===== config.mk =====
export PLATFORM = sky130hd
export DESIGN_NAME = wgt_sram_stream
export DESIGN_NICKNAME = d
export VERILOG_FILES = /design/src/rtl/wgt_pkg.sv /design/src/rtl/wgt_sram_core.sv /design/src/rtl/wgt_sram_stream.sv
export SDC_FILE = /design/constraint.sdc
export NUM_CORES = 1
export LEC_CHECK = 0
export ABC_AREA = 1
export ABC_CLOCK_PERIOD_IN_PS = 3700
export CAP_MARGIN = 40
export CORE_AREA = 2 2 172 140
export DETAILED_ROUTE_END_ITERATION = 10
export DIE_AREA = 0 0 174 142
export GPL_TIMING_DRIVEN = 0
export PLACE_DENSITY = 0.55
export RECOVER_POWER = 50
export SYNTH_ARGS = -nofsm -noshare
export SYNTH_HDL_FRONTEND = slang
export SYNTH_HIERARCHICAL = 1
export SYNTH_SLANG_ARGS = --single-unit

===== constraint.sdc =====
create_clock -name clk -period 3.7 [get_ports clk]
set_input_delay 0.37 -clock clk [delete_from_list [all_inputs] [get_ports clk]]
set_output_delay 0.37 -clock clk [all_outputs]
set_load 0.005 [all_outputs]

===== src/rtl/wgt_pkg.sv =====
// Shared types and per-layer sizing for the weight SRAM streamer.
package wgt_pkg;

    typedef enum logic [1:0] {
        IDLE  = 2'd0,
        BURST = 2'd1,
        DRAIN = 2'd2
    } state_t;

    localparam int WGT_WIDTH = 16;
    localparam int WGT_DEPTH = 10;

    localparam int L0_WIDTH = 16;
    localparam int L0_DEPTH = 10;
    localparam int L1_WIDTH = 16;
    localparam int L1_DEPTH = 24;

endpackage


===== src/rtl/wgt_sram_core.sv =====
// Single-port-write, registered-read weight array; no reset so it maps to block RAM.
module wgt_sram_core #(
    parameter int WIDTH = 16,
    parameter int DEPTH = 10,
    localparam int AW = $clog2(DEPTH)
) (
    input  logic             clk,
    input  logic             wen,
    input  logic [AW-1:0]    waddr,
    input  logic [WIDTH-1:0] wdata,
    input  logic             ren,
    input  logic [AW-1:0]    raddr,
    output logic [WIDTH-1:0] rdata
);

    logic [WIDTH-1:0] mem [DEPTH];

    // Read-first: a same-cycle write is only visible to later reads.
    always_ff @(posedge clk) begin
        if (wen) mem[waddr] <= wdata;
        if (ren) rdata <= mem[raddr];
    end

endmodule


===== src/rtl/wgt_sram_stream.sv =====
// Weight store with random port, sequential load port and wrapping burst reader.
module wgt_sram_stream
    import wgt_pkg::*;
#(
    parameter int WIDTH = WGT_WIDTH,
    parameter int DEPTH = WGT_DEPTH,
    localparam int AW = $clog2(DEPTH),
    localparam int LW = AW + 1
) (
    input  logic             clk,
    input  logic             rst,
    input  logic             we,
    input  logic [AW-1:0]    addr,
    input  logic [WIDTH-1:0] data,
    input  logic             ld_valid,
    input  logic [WIDTH-1:0] ld_data,
    input  logic             ld_clr,
    output logic             ld_full,
    input  logic             rd_start,
    input  logic [AW-1:0]    rd_base,
    input  logic [LW-1:0]    rd_len,
    output logic [WIDTH-1:0] q,
    output logic             q_valid,
    output logic             q_last,
    output logic             busy,
    output logic             err
);

    localparam logic [LW-1:0] DEPTH_L = LW'(DEPTH);
    localparam logic [AW-1:0] LAST_A  = AW'(DEPTH - 1);

    state_t           state;
    logic [AW-1:0]    rd_ptr;
    logic [AW-1:0]    ld_ptr;
    logic [LW-1:0]    cnt;
    logic             q_ok;
    logic [WIDTH-1:0] core_q;

    logic             idle;
    logic             in_burst;
    logic             ld_act;
    logic             ld_ok;
    logic             addr_ok;
    logic             we_ok;
    logic             rd_ok;
    logic             bad;
    logic             wen;
    logic             ren;
    logic [AW-1:0]    waddr;
    logic [AW-1:0]    raddr;
    logic [WIDTH-1:0] wdata;

    assign idle     = (state == IDLE);
    assign in_burst = (state == BURST);
    assign ld_act   = ld_valid && !ld_clr;
    assign ld_ok    = ld_act && !ld_full;
    assign addr_ok  = {1'b0, addr} < DEPTH_L;
    assign we_ok    = we && idle && addr_ok && !ld_act;
    assign rd_ok    = rd_start && idle && (rd_len != '0)
                    && (rd_len <= DEPTH_L)
                    && ({1'b0, rd_base} < DEPTH_L);
    assign bad      = (ld_act && ld_full)
                    || (we && !we_ok)
                    || (rd_start && idle && !rd_ok);

    // The load port owns the write port whenever it is active.
    assign wen   = ld_ok || we_ok;
    assign waddr = ld_ok ? ld_ptr : addr;
    assign wdata = ld_ok ? ld_data : data;
    assign ren   = in_burst || (idle && !we && addr_ok);
    assign raddr = in_burst ? rd_ptr : addr;

    // q_ok masks the unreset RAM output until a real read lands.
    assign q = q_ok ? core_q : '0;

    wgt_sram_core #(
        .WIDTH (WIDTH),
        .DEPTH (DEPTH)
    ) u_core (
        .clk   (clk),
        .wen   (wen),
        .waddr (waddr),
        .wdata (wdata),
        .ren   (ren),
        .raddr (raddr),
        .rdata (core_q)
    );

    always_ff @(posedge clk) begin
        if (rst) begin
            state   <= IDLE;
            rd_ptr  <= '0;
            cnt     <= '0;
            ld_ptr  <= '0;
            ld_full <= 1'b0;
            q_ok    <= 1'b0;
            q_valid <= 1'b0;
            q_last  <= 1'b0;
            busy    <= 1'b0;
            err     <= 1'b0;
        end else begin
            err     <= bad;
            q_valid <= in_burst;
            q_last  <= in_burst && (cnt == LW'(1));
            if (ren) q_ok <= 1'b1;

            if (ld_clr) begin
                ld_ptr  <= '0;
                ld_full <= 1'b0;
            end else if (ld_ok) begin
                if (ld_ptr == LAST_A) begin
                    ld_ptr  <= '0;
                    ld_full <= 1'b1;
                end else begin
                    ld_ptr <= ld_ptr + AW'(1);
                end
            end

            unique case (state)
                IDLE: begin
                    if (rd_ok) begin
                        state  <= BURST;
                        busy   <= 1'b1;
                        rd_ptr <= rd_base;
                        cnt    <= rd_len;
                    end
                end
                BURST: begin
                    rd_ptr <= (rd_ptr == LAST_A) ? '0 : rd_ptr + AW'(1);
                    cnt    <= cnt - LW'(1);
                    if (cnt == LW'(1)) state <= DRAIN;
                end
                DRAIN: begin
                    state <= IDLE;
                    busy  <= 1'b0;
                end
                default: begin
                    state <= IDLE;
                    busy  <= 1'b0;
                end
            endcase
        end
    end

endmodule


# == After elaboration in Yosys (flattened, before gate mapping) ==
# Memory sizes are Yosys's and may differ from the RTL's. A register that Yosys moved wholly into a read port is not among the register bits.
# Index checks and enable logic that the tools add are counted.
# Widths: inputs -> output; s select.
# classes
n_reduce_logical,33
magnitude_cmp,3
eq_ne,6
mux,17
n_addsub,3
bitwise,1
# op_table
operator,count
$mux 16,2
$mux 4,5
$logic_and 1x1->1,15
$pmux 5 s2,1
$add 4x1->4 const B,2
$eq 4x4->1 const B,2
$lt 4x4->1 const B,2
$pmux 4 s2,1
$reduce_and 2->1,4
$logic_not 1->1,6
$eq 5x1->1 const B,1
$le 5x4->1 const B,1
$mux 5,1
$reduce_bool 5->1,1
$sub 5x1->5 const B,1
$logic_or 1x1->1,4
$mux 2,2
$ne 2x1->1 const B,2
$pmux 2 s2,1
$mux 1,3
$eq 2x1->1 const B,1
$logic_not 2->1,1
$pmux 1 s2,1
$reduce_bool 2->1,1
2 further kinds,2
# word_totals
memories,1
in_bits,51
wordCells,74
ff_bits,21
mem_bits_rw,160
output_inout_bits,21
# mem_list
memory,depth,word_bits,rd,rd_ports_with_merged_regs,wr,line_no,source
u_core.mem,10,16,1,1,1,wgt_sram_core.sv:16,logic [WIDTH-1:0] mem [DEPTH];

# == Logic depth before layout (Yosys ltp) ==
# Gate-level depths: netlist of run 1.
# depth
depth_word,8
ltp_mapped,13
ltp_nobuf,11

# == Cells and area by module ==
# The synthesis of run 1 kept the hierarchy.
# modules_own_cells
mod,area_per_inst_um2,seq_area_each_um2,cells_per_inst,instances
wgt_sram_core,7293.2,5285.1,647,1
wgt_sram_stream,1566.5,420.4,286,1

# == Worst setup path after synthesis of run 1 ==
# Ideal clock, no wire load.
# synth_path
kind,input to register
from,input port ld_clr
to,"memory u_core.mem[7][0], enable pin"
stages,8
required_time_ps,3312
setup_ps,388
arrival_ps,1901
path_buffers,1
slack_ps,1411
cell_sequence,inv_1 > nand2_1 > nor2_2 > inv_2 > buf_2 > o21ai_0 > nand2_1 > nor2_1
# synth_via
elab_cells_between_ends,9
cone_classes,mux (3); reduce/logical (6)
# synth_rtl
element,line_no,source
start: declaration,wgt_sram_stream.sv:17,"input logic ld_clr,"
$logic_not 1->1,wgt_sram_stream.sv:55,assign ld_act = ld_valid && !ld_clr;
$logic_and 1x1->1,wgt_sram_stream.sv:55,
$logic_and 1x1->1,wgt_sram_stream.sv:56,assign ld_ok = ld_act && !ld_full;
$mux 4,wgt_sram_stream.sv:68,assign waddr = ld_ok ? ld_ptr : addr;
named net waddr[1],wgt_sram_stream.sv:49,logic [AW-1:0] waddr;
end: declaration,wgt_sram_core.sv:16,
# The timed path passes the listed nets, and every way through them passes these cells.

# == Final worst setup path of run 1 ==
# layout_path
from,input port ld_clr
to,"memory u_core.mem[3][15], enable pin"
# layout_via
elab_chain_cells,7
elab_cells_between_ends,9
cone_classes,mux (3); reduce/logical (6)
# layout_rtl
element,line_no,source
$logic_not 1->1 (*),wgt_sram_stream.sv:55,
$logic_and 1x1->1 (*),wgt_sram_stream.sv:55,
$logic_not 1->1,wgt_sram_stream.sv:58,assign we_ok = we && idle && addr_ok && !ld_act;
$logic_and 1x1->1,wgt_sram_stream.sv:58,
$logic_or 1x1->1 (*),wgt_sram_stream.sv:67,assign wen = ld_ok || we_ok;
named net wen,wgt_sram_stream.sv:47,logic wen;
$mux 1 (*),wgt_sram_core.sv:20,if (wen) mem[waddr] <= wdata;
$mux 1 (not written as such) (*),wgt_sram_core.sv:20,
# The timed path passes the listed nets; every way through them passes the cells marked *.

==> results of run 1 <==
[final timing paths]
check        cells after the start           endpoint
max                             10  u_core/mem[3][15]
min                              2               busy
max reg2reg                     10   u_core/rdata[12]
min reg2reg                      2               busy
[per-stage QoR]
step / util [%] / cell area (um2)
2_1_floorplan: - / 8860
3_3_place_gp: 43.2 / 9950
3_5_place_dp: 44.0 / 10100
4_1_cts: 46.8 / 10800
5_1_grt: 46.7 / 10700
6_report: 46.7 / 10700
[routing by layer]
layer | up-vias | GRT usage (%) | wire [um]
met5 | - | 0 | 0
met4 | 0 | 4.82 | 180
met3 | 11 | 3.58 | 1570
met2 | 206 | 25.3 | 8620
met1 | 2898 | 28.1 | 10800
li1 | 3205 | - | -
[Yosys cell counts (3+ instances only)]
cell type and number:
nand2_1 291, edfxtp_1 176, inv_1 141, nand3_1 116, nor2_1 71, o21ai_0 33, dfxtp_1 21, buf_2 17
a21oi_1 14, buf_6 9, clkbuf_1 8, buf_4 6, nor3_1 4, inv_2 3, nand2_2 3, nand4_1 3
nor2_2 3
[cell type report]
type                       count  area (um2)
sequential                   197        5710
clock inverter                15         218
buffer                        42         259
fill                        2233       12300
multi-input combinational    547        2340
tap                          312         390
clock buffer                  17         425
inverter                     147         557
timing repair buffer          81         847
[registers in the layout, summed over array words and instances, names as in the netlist]
| register | cells |
|---|---|
| q_last | 1 |
| ld_ptr | 4 |
| err | 1 |
| q_ok | 1 |
| state | 2 |
| q_valid | 1 |
| ld_full | 1 |
| rd_ptr | 4 |
| u_core/rdata | 16 |
| u_core/mem | 160 |
| cnt | 5 |
| busy | 1 |
[kinds of logic after synthesis]
kind of cell               Yosys count  synth area share, %
AOI/OAI and AO/OA                   52                 3.06
adders and majority gates            2                0.282
buffers and inverters              189                 9.32
DFF                                197                 64.4
and+or+nand+nor                    493                 22.9
[report_power, final]
part / switching, mW / total (mW) / internal [mW]
Clock: 0.865 / 2.02 / 1.15
Combinational: 0.398 / 0.618 / 0.220
Sequential: 0.0202 / 2.54 / 2.52
[cell usage in the layout, fill, tap and decap left out, types with 2 or more instances in the layout]
cell type / n
buf_6: 11
buf_2: 15
nand2_2: 2
ha_1: 2
clkbuf_16: 17
dlygate4sd3_1: 7
a21oi_1: 14
inv_2: 2
nor3_1: 4
inv_8: 3
clkbuf_1: 13
nor2_1: 64
inv_6: 5
bufinv_16: 4
inv_1: 142
dfxtp_1: 21
o21ai_0: 34
nand3_1: 116
nand2_1: 292
buf_4: 4
nand4_1: 3
clkinv_1: 3
nor2_2: 10
clkdlybuf4s50_1: 63
clkinv_4: 2
edfxtp_1: 176
buf_1: 2
buf_8: 8
[critical path: stages]
cell and delay [ns]:
dlygate4sd3_1 0.55, inv_1 0.06, nand2_1 0.07, nor2_1 0.16, inv_1 0.13, clkbuf_1 0.31, nand2_1 0.21, nand3_1 0.22
nor2_2 0.45, buf_6 0.23
==> flow_metrics.env, run 1 <==
export IMPL_drtIter0Drc=529
export IMPL_ctsResizeCount=0
export IMPL_layout_drive_gt1_share_pct=8.32
export IMPL_rsz0062_at_grt="false"
export IMPL_h_tree_depth=4
export IMPL_startpoint_type="input port"
export IMPL_rrSetupSlack_ns=1.15
export IMPL_instances_no_fill=1358
export IMPL_tritoncts="done"
export IMPL_cts_buffers=17
export IMPL_cts_root_buf="clkbuf_16"
export IMPL_syn_num_nets=986
export IMPL_setup_violations=0
export IMPL_power_leakage_nw=4.58
export IMPL_dr_pass1_iters=4
export IMPL_track_usage_pct=18.0
export IMPL_clk_pin_slew_worst_paths_ns=0.08
export IMPL_clkSinkCount=197
export IMPL_slew_viol_final=0
export IMPL_syn_area_mm2=0.00886
export IMPL_relSlewSlack_pct=38.2
export IMPL_finClkSkew_ns=0.00991
export IMPL_critPathLaunch="ld_clr"
export IMPL_crit_required_ns=3.85
export IMPL_cp_arrival_ns=2.77
export IMPL_layout_nets=1086
export IMPL_die_x_um=174
export IMPL_drtAntennaViolNets=0
export IMPL_ys_flop_type="edfxtp_1"
export IMPL_hold_path_class="in2reg"
export IMPL_design_core_area_mm2=0.0230
export IMPL_vias=6320
export IMPL_worst_slew_pin_slew_ns=0.927
export IMPL_worstSetupEndpointType="flip-flop"
export IMPL_via_per_inst=4.65
export IMPL_post_route_worst_setup_slack_ns=1.08
export IMPL_insertion_delay_ns=0.44
export IMPL_synth_seq_cells=197
export IMPL_drc=0
export IMPL_synth_top_area_share_pct=59.7
export IMPL_std_cell_rows=50
export IMPL_synthArstFlopShare_pct=0
export IMPL_synthTopCellsByArea="edfxtp_1 60%, nand2_1 12%, nand3_1 6.6%"
export IMPL_dp_hpwl_um=15600
export IMPL_hold_viol_final=0
export IMPL_grt_max_degree=19
export IMPL_maxCapViolations=0
export IMPL_whs_ns=0.305
export IMPL_grt_pass1_vias=5802
export IMPL_area_growth_pct=21.3
export IMPL_rr_startpoint="state[1]"
export IMPL_pre_cts_ws_ns=0.805
export IMPL_vdd_drop_max_mv=0.293
export IMPL_power_density_mw_per_mm2=482
export IMPL_post_cts_buffers=0
export IMPL_synth_largest_area_cell="edfxtp_1"
export IMPL_routedWlPerCell_um=15.6
export IMPL_overflow=0
export IMPL_power_mw=5.17
export IMPL_port_buffers=70
export IMPL_synth_seq_area_share_pct=64.4
export IMPL_die_h_um=142
export IMPL_synth_edff_count=176
export IMPL_hold_start="rst"
export IMPL_boundaryPins=72
export IMPL_grt_pass1_wl_um=33400
export IMPL_ctsHoldBuffers=0
export IMPL_tns_ns=0
export IMPL_postSynthCellCount=933
export IMPL_place_congestion=0.819
export IMPL_die_area_mm2=0.0247
export IMPL_antenna_found_initial=0
export IMPL_synth_avg_cell_area_um2=9.50
export IMPL_fin_crit_ns=2.62
export IMPL_crit_type="in2reg"
export IMPL_drt_total_wl_um=21200
export IMPL_fin_crit_sh_pct=70.9
export IMPL_diodes=0
export IMPL_dp_cells=1326
export IMPL_start_util_pct=38.5
export IMPL_status="finished clean"
export IMPL_synth_warnings=6
export IMPL_clock_path_buffers=2
export IMPL_crit_fanout=10
export IMPL_clock_fmax_mhz=381
export IMPL_yosys_cell_types_count=28
Power figures use the tool's default switching activity.
==> inputs of run 2 (changes only) <==
- ABC_CLOCK_PERIOD_IN_PS: 3700 -> 2300
- PLACE_DENSITY: 0.55 -> 0.57
- clock period: 3.7 -> 2.3 ns (I/O delays scaled with it)
==> run 2 against run 1 <==
Effect of this change:
- clock skew decreased by 0.0022 ns
- largest power group unchanged
- global-route usage rose by 0.050 points
- die area unchanged
- combinational power increased by 65%
- critical path type is now reg2reg
- count of clock-buffer cells in the layout rose by 1
- non-clock buffer count up 1
- register-to-register slack got worse by 1.0 ns
==> flow_metrics.env, run 2 (synthesized netlist as in run 1, its figures left out) <==
export IMPL_h_tree_depth=4
export IMPL_worst_slew_pin_slew_ns=0.603
export IMPL_design_core_area_mm2=0.0230
export IMPL_port_buffers=70
export IMPL_track_usage_pct=18.1
export IMPL_diodes=0
export IMPL_final_common_cell="nand2_1"
export IMPL_relSlewSlack_pct=59.8
export IMPL_pre_cts_ws_ns=-0.535
export IMPL_drtAntennaViolNets=0
export IMPL_clock_fmax_mhz=463
export IMPL_antenna_found_initial=0
export IMPL_drt_total_wl_um=21400
export IMPL_clock_path_buffers=2
export IMPL_clkSinkCount=197
export IMPL_post_route_worst_setup_slack_ns=0.138
export IMPL_layout_drive_gt1_share_pct=9.74
export IMPL_startpoint_type="flip-flop"
export IMPL_top_regs="u_core/mem: 160 flops, u_core/rdata: 16 flops, cnt: 5 flops"
export IMPL_die_h_um=142
export IMPL_cts_buffers=17
export IMPL_crit_type="reg2reg"
export IMPL_boundaryPins=72
export IMPL_grt_pass1_vias=5863
export IMPL_grt_pass1_wl_um=33500
export IMPL_power_density_mw_per_mm2=730
export IMPL_tritoncts="done"
export IMPL_hold_path_class="in2reg"
export IMPL_dp_hpwl_um=15500
export IMPL_seqCellArea_mm2=0.00571
export IMPL_tns_ns=0
export IMPL_std_cell_rows=50
export IMPL_ctsHoldBuffers=0
export IMPL_fin_crit_ns=2.16
export IMPL_rsz0062_at_grt="true"
export IMPL_drc=0
export IMPL_largest_register_ffs=160
export IMPL_via_per_inst=4.73
export IMPL_status="finished clean"
export IMPL_place_congestion=0.845
export IMPL_setup_violations=0
export IMPL_fin_crit_sh_pct=94.0
export IMPL_multi_input_area_mm2=0.00239
export IMPL_worstSetupEndpointType="flip-flop"
export IMPL_vias=6425
export IMPL_vdd_drop_max_mv=0.453
export IMPL_dr_pass1_iters=5
export IMPL_grt_max_degree=18
export IMPL_layout_nets=1087
export IMPL_slew_viol_final=0
export IMPL_crit_required_ns=2.48
export IMPL_clk_pin_slew_worst_paths_ns=0.07
export IMPL_hold_viol_final=0
export IMPL_crit_fanout=10
export IMPL_cp_arrival_ns=2.35
export IMPL_insertion_delay_ns=0.43
export IMPL_power_leakage_nw=4.56
export IMPL_routedWlPerCell_um=15.8
export IMPL_start_util_pct=38.5
export IMPL_final_util_pct=46.7
export IMPL_cts_root_buf="clkbuf_16"
export IMPL_maxCapViolations=0
export IMPL_die_area_mm2=0.0247
export IMPL_overflow=0
export IMPL_finClkSkew_ns=0.00771
export IMPL_most_common_layout_cells="291 x nand2_1, 176 x edfxtp_1, 141 x inv_1"
export IMPL_max_flop_register="u_core/mem"
export IMPL_num_fill_cells=2199
export IMPL_area_growth_pct=21.3
export IMPL_whs_ns=0.175
export IMPL_drtIter0Drc=518
export IMPL_die_x_um=174
## run 2: cell types whose count changed in the layout (fill, tap and decap cells not counted), moves of 3 or more
| cell | previous run | this run |
|---|---|---|
| dlygate4sd3_1 | 7 | 0 |
| clkdlybuf4s50_1 | 63 | 70 |
| inv_8 | 3 | 0 |
| buf_8 | 8 | 11 |
| clkinv_2 | 0 | 3 |
| nor2_4 | 0 | 4 |
| clkbuf_2 | 0 | 3 |
| bufinv_16 | 4 | 0 |
| clkbuf_1 | 13 | 6 |
| nor2_1 | 64 | 61 |
| buf_4 | 4 | 8 |
## run 2: cell type report
class	count	share of cell area, %
Sequential cell	197	53.1
Buffer	41	2.63
Timing Repair Buffer	83	8.31
Inverter	147	5.18
Tap cell	312	3.63
Clock buffer	18	3.99
Multi-Input combinational cell	547	22.2
Clock inverter	14	0.920
## run 2: worst paths after layout
check	startpoint	endpoint	slack [ns]	depth (start not counted)
setup / recovery	state[0]	u_core/rdata[6]	0.14	10
hold / removal	rst	err	0.17	2
hold reg to reg	busy	busy	0.47	2
setup reg to reg	state[0]	u_core/rdata[6]	0.14	10
## run 2: routing by layer
metal / GRT usage, % / wire length [um]
met3: 3.23 / 1590
met1: 27.7 / 10700
met4: 4.51 / 210
met2: 26.5 / 8920
met5: 0 / 0
## run 2: stage by stage
step | power, mW | instances | cell area (um2)
5_1_grt | 8.16 | 1359 | 10700
6_report | 7.84 | 1359 | 10700
2_1_floorplan | 4.73 | 933 | 8860
4_1_cts | 7.88 | 1358 | 10700
3_5_place_dp | 5.16 | 1326 | 10100
3_3_place_gp | 5.13 | 1315 | 9950
## run 2: power by group
part	internal (mW)	switching, mW
logic	0.372	0.643
registers	4.05	0.0376
clock network	1.39	1.35
total	5.81	2.03
## run 2: critical path, cell delays in order, from the launching register on
cell and delay, ns:
dfxtp_1 0.44, nand2_4 0.13, buf_6 0.17, o21ai_0 0.19, buf_4 0.21, inv_2 0.07
buf_2 0.20, nand3_1 0.15, nand3_1 0.14, nand3_1 0.16, nand2_1 0.06
## run 2: what timing repair did
item / 4_1_cts / 5_1_grt
pin swaps: 0 / 2
cloned: 0 / 0
endpoints found under the setup margin: 44 / 87
setup buffers: 0 / 2
gates resized for setup: 4 / 13
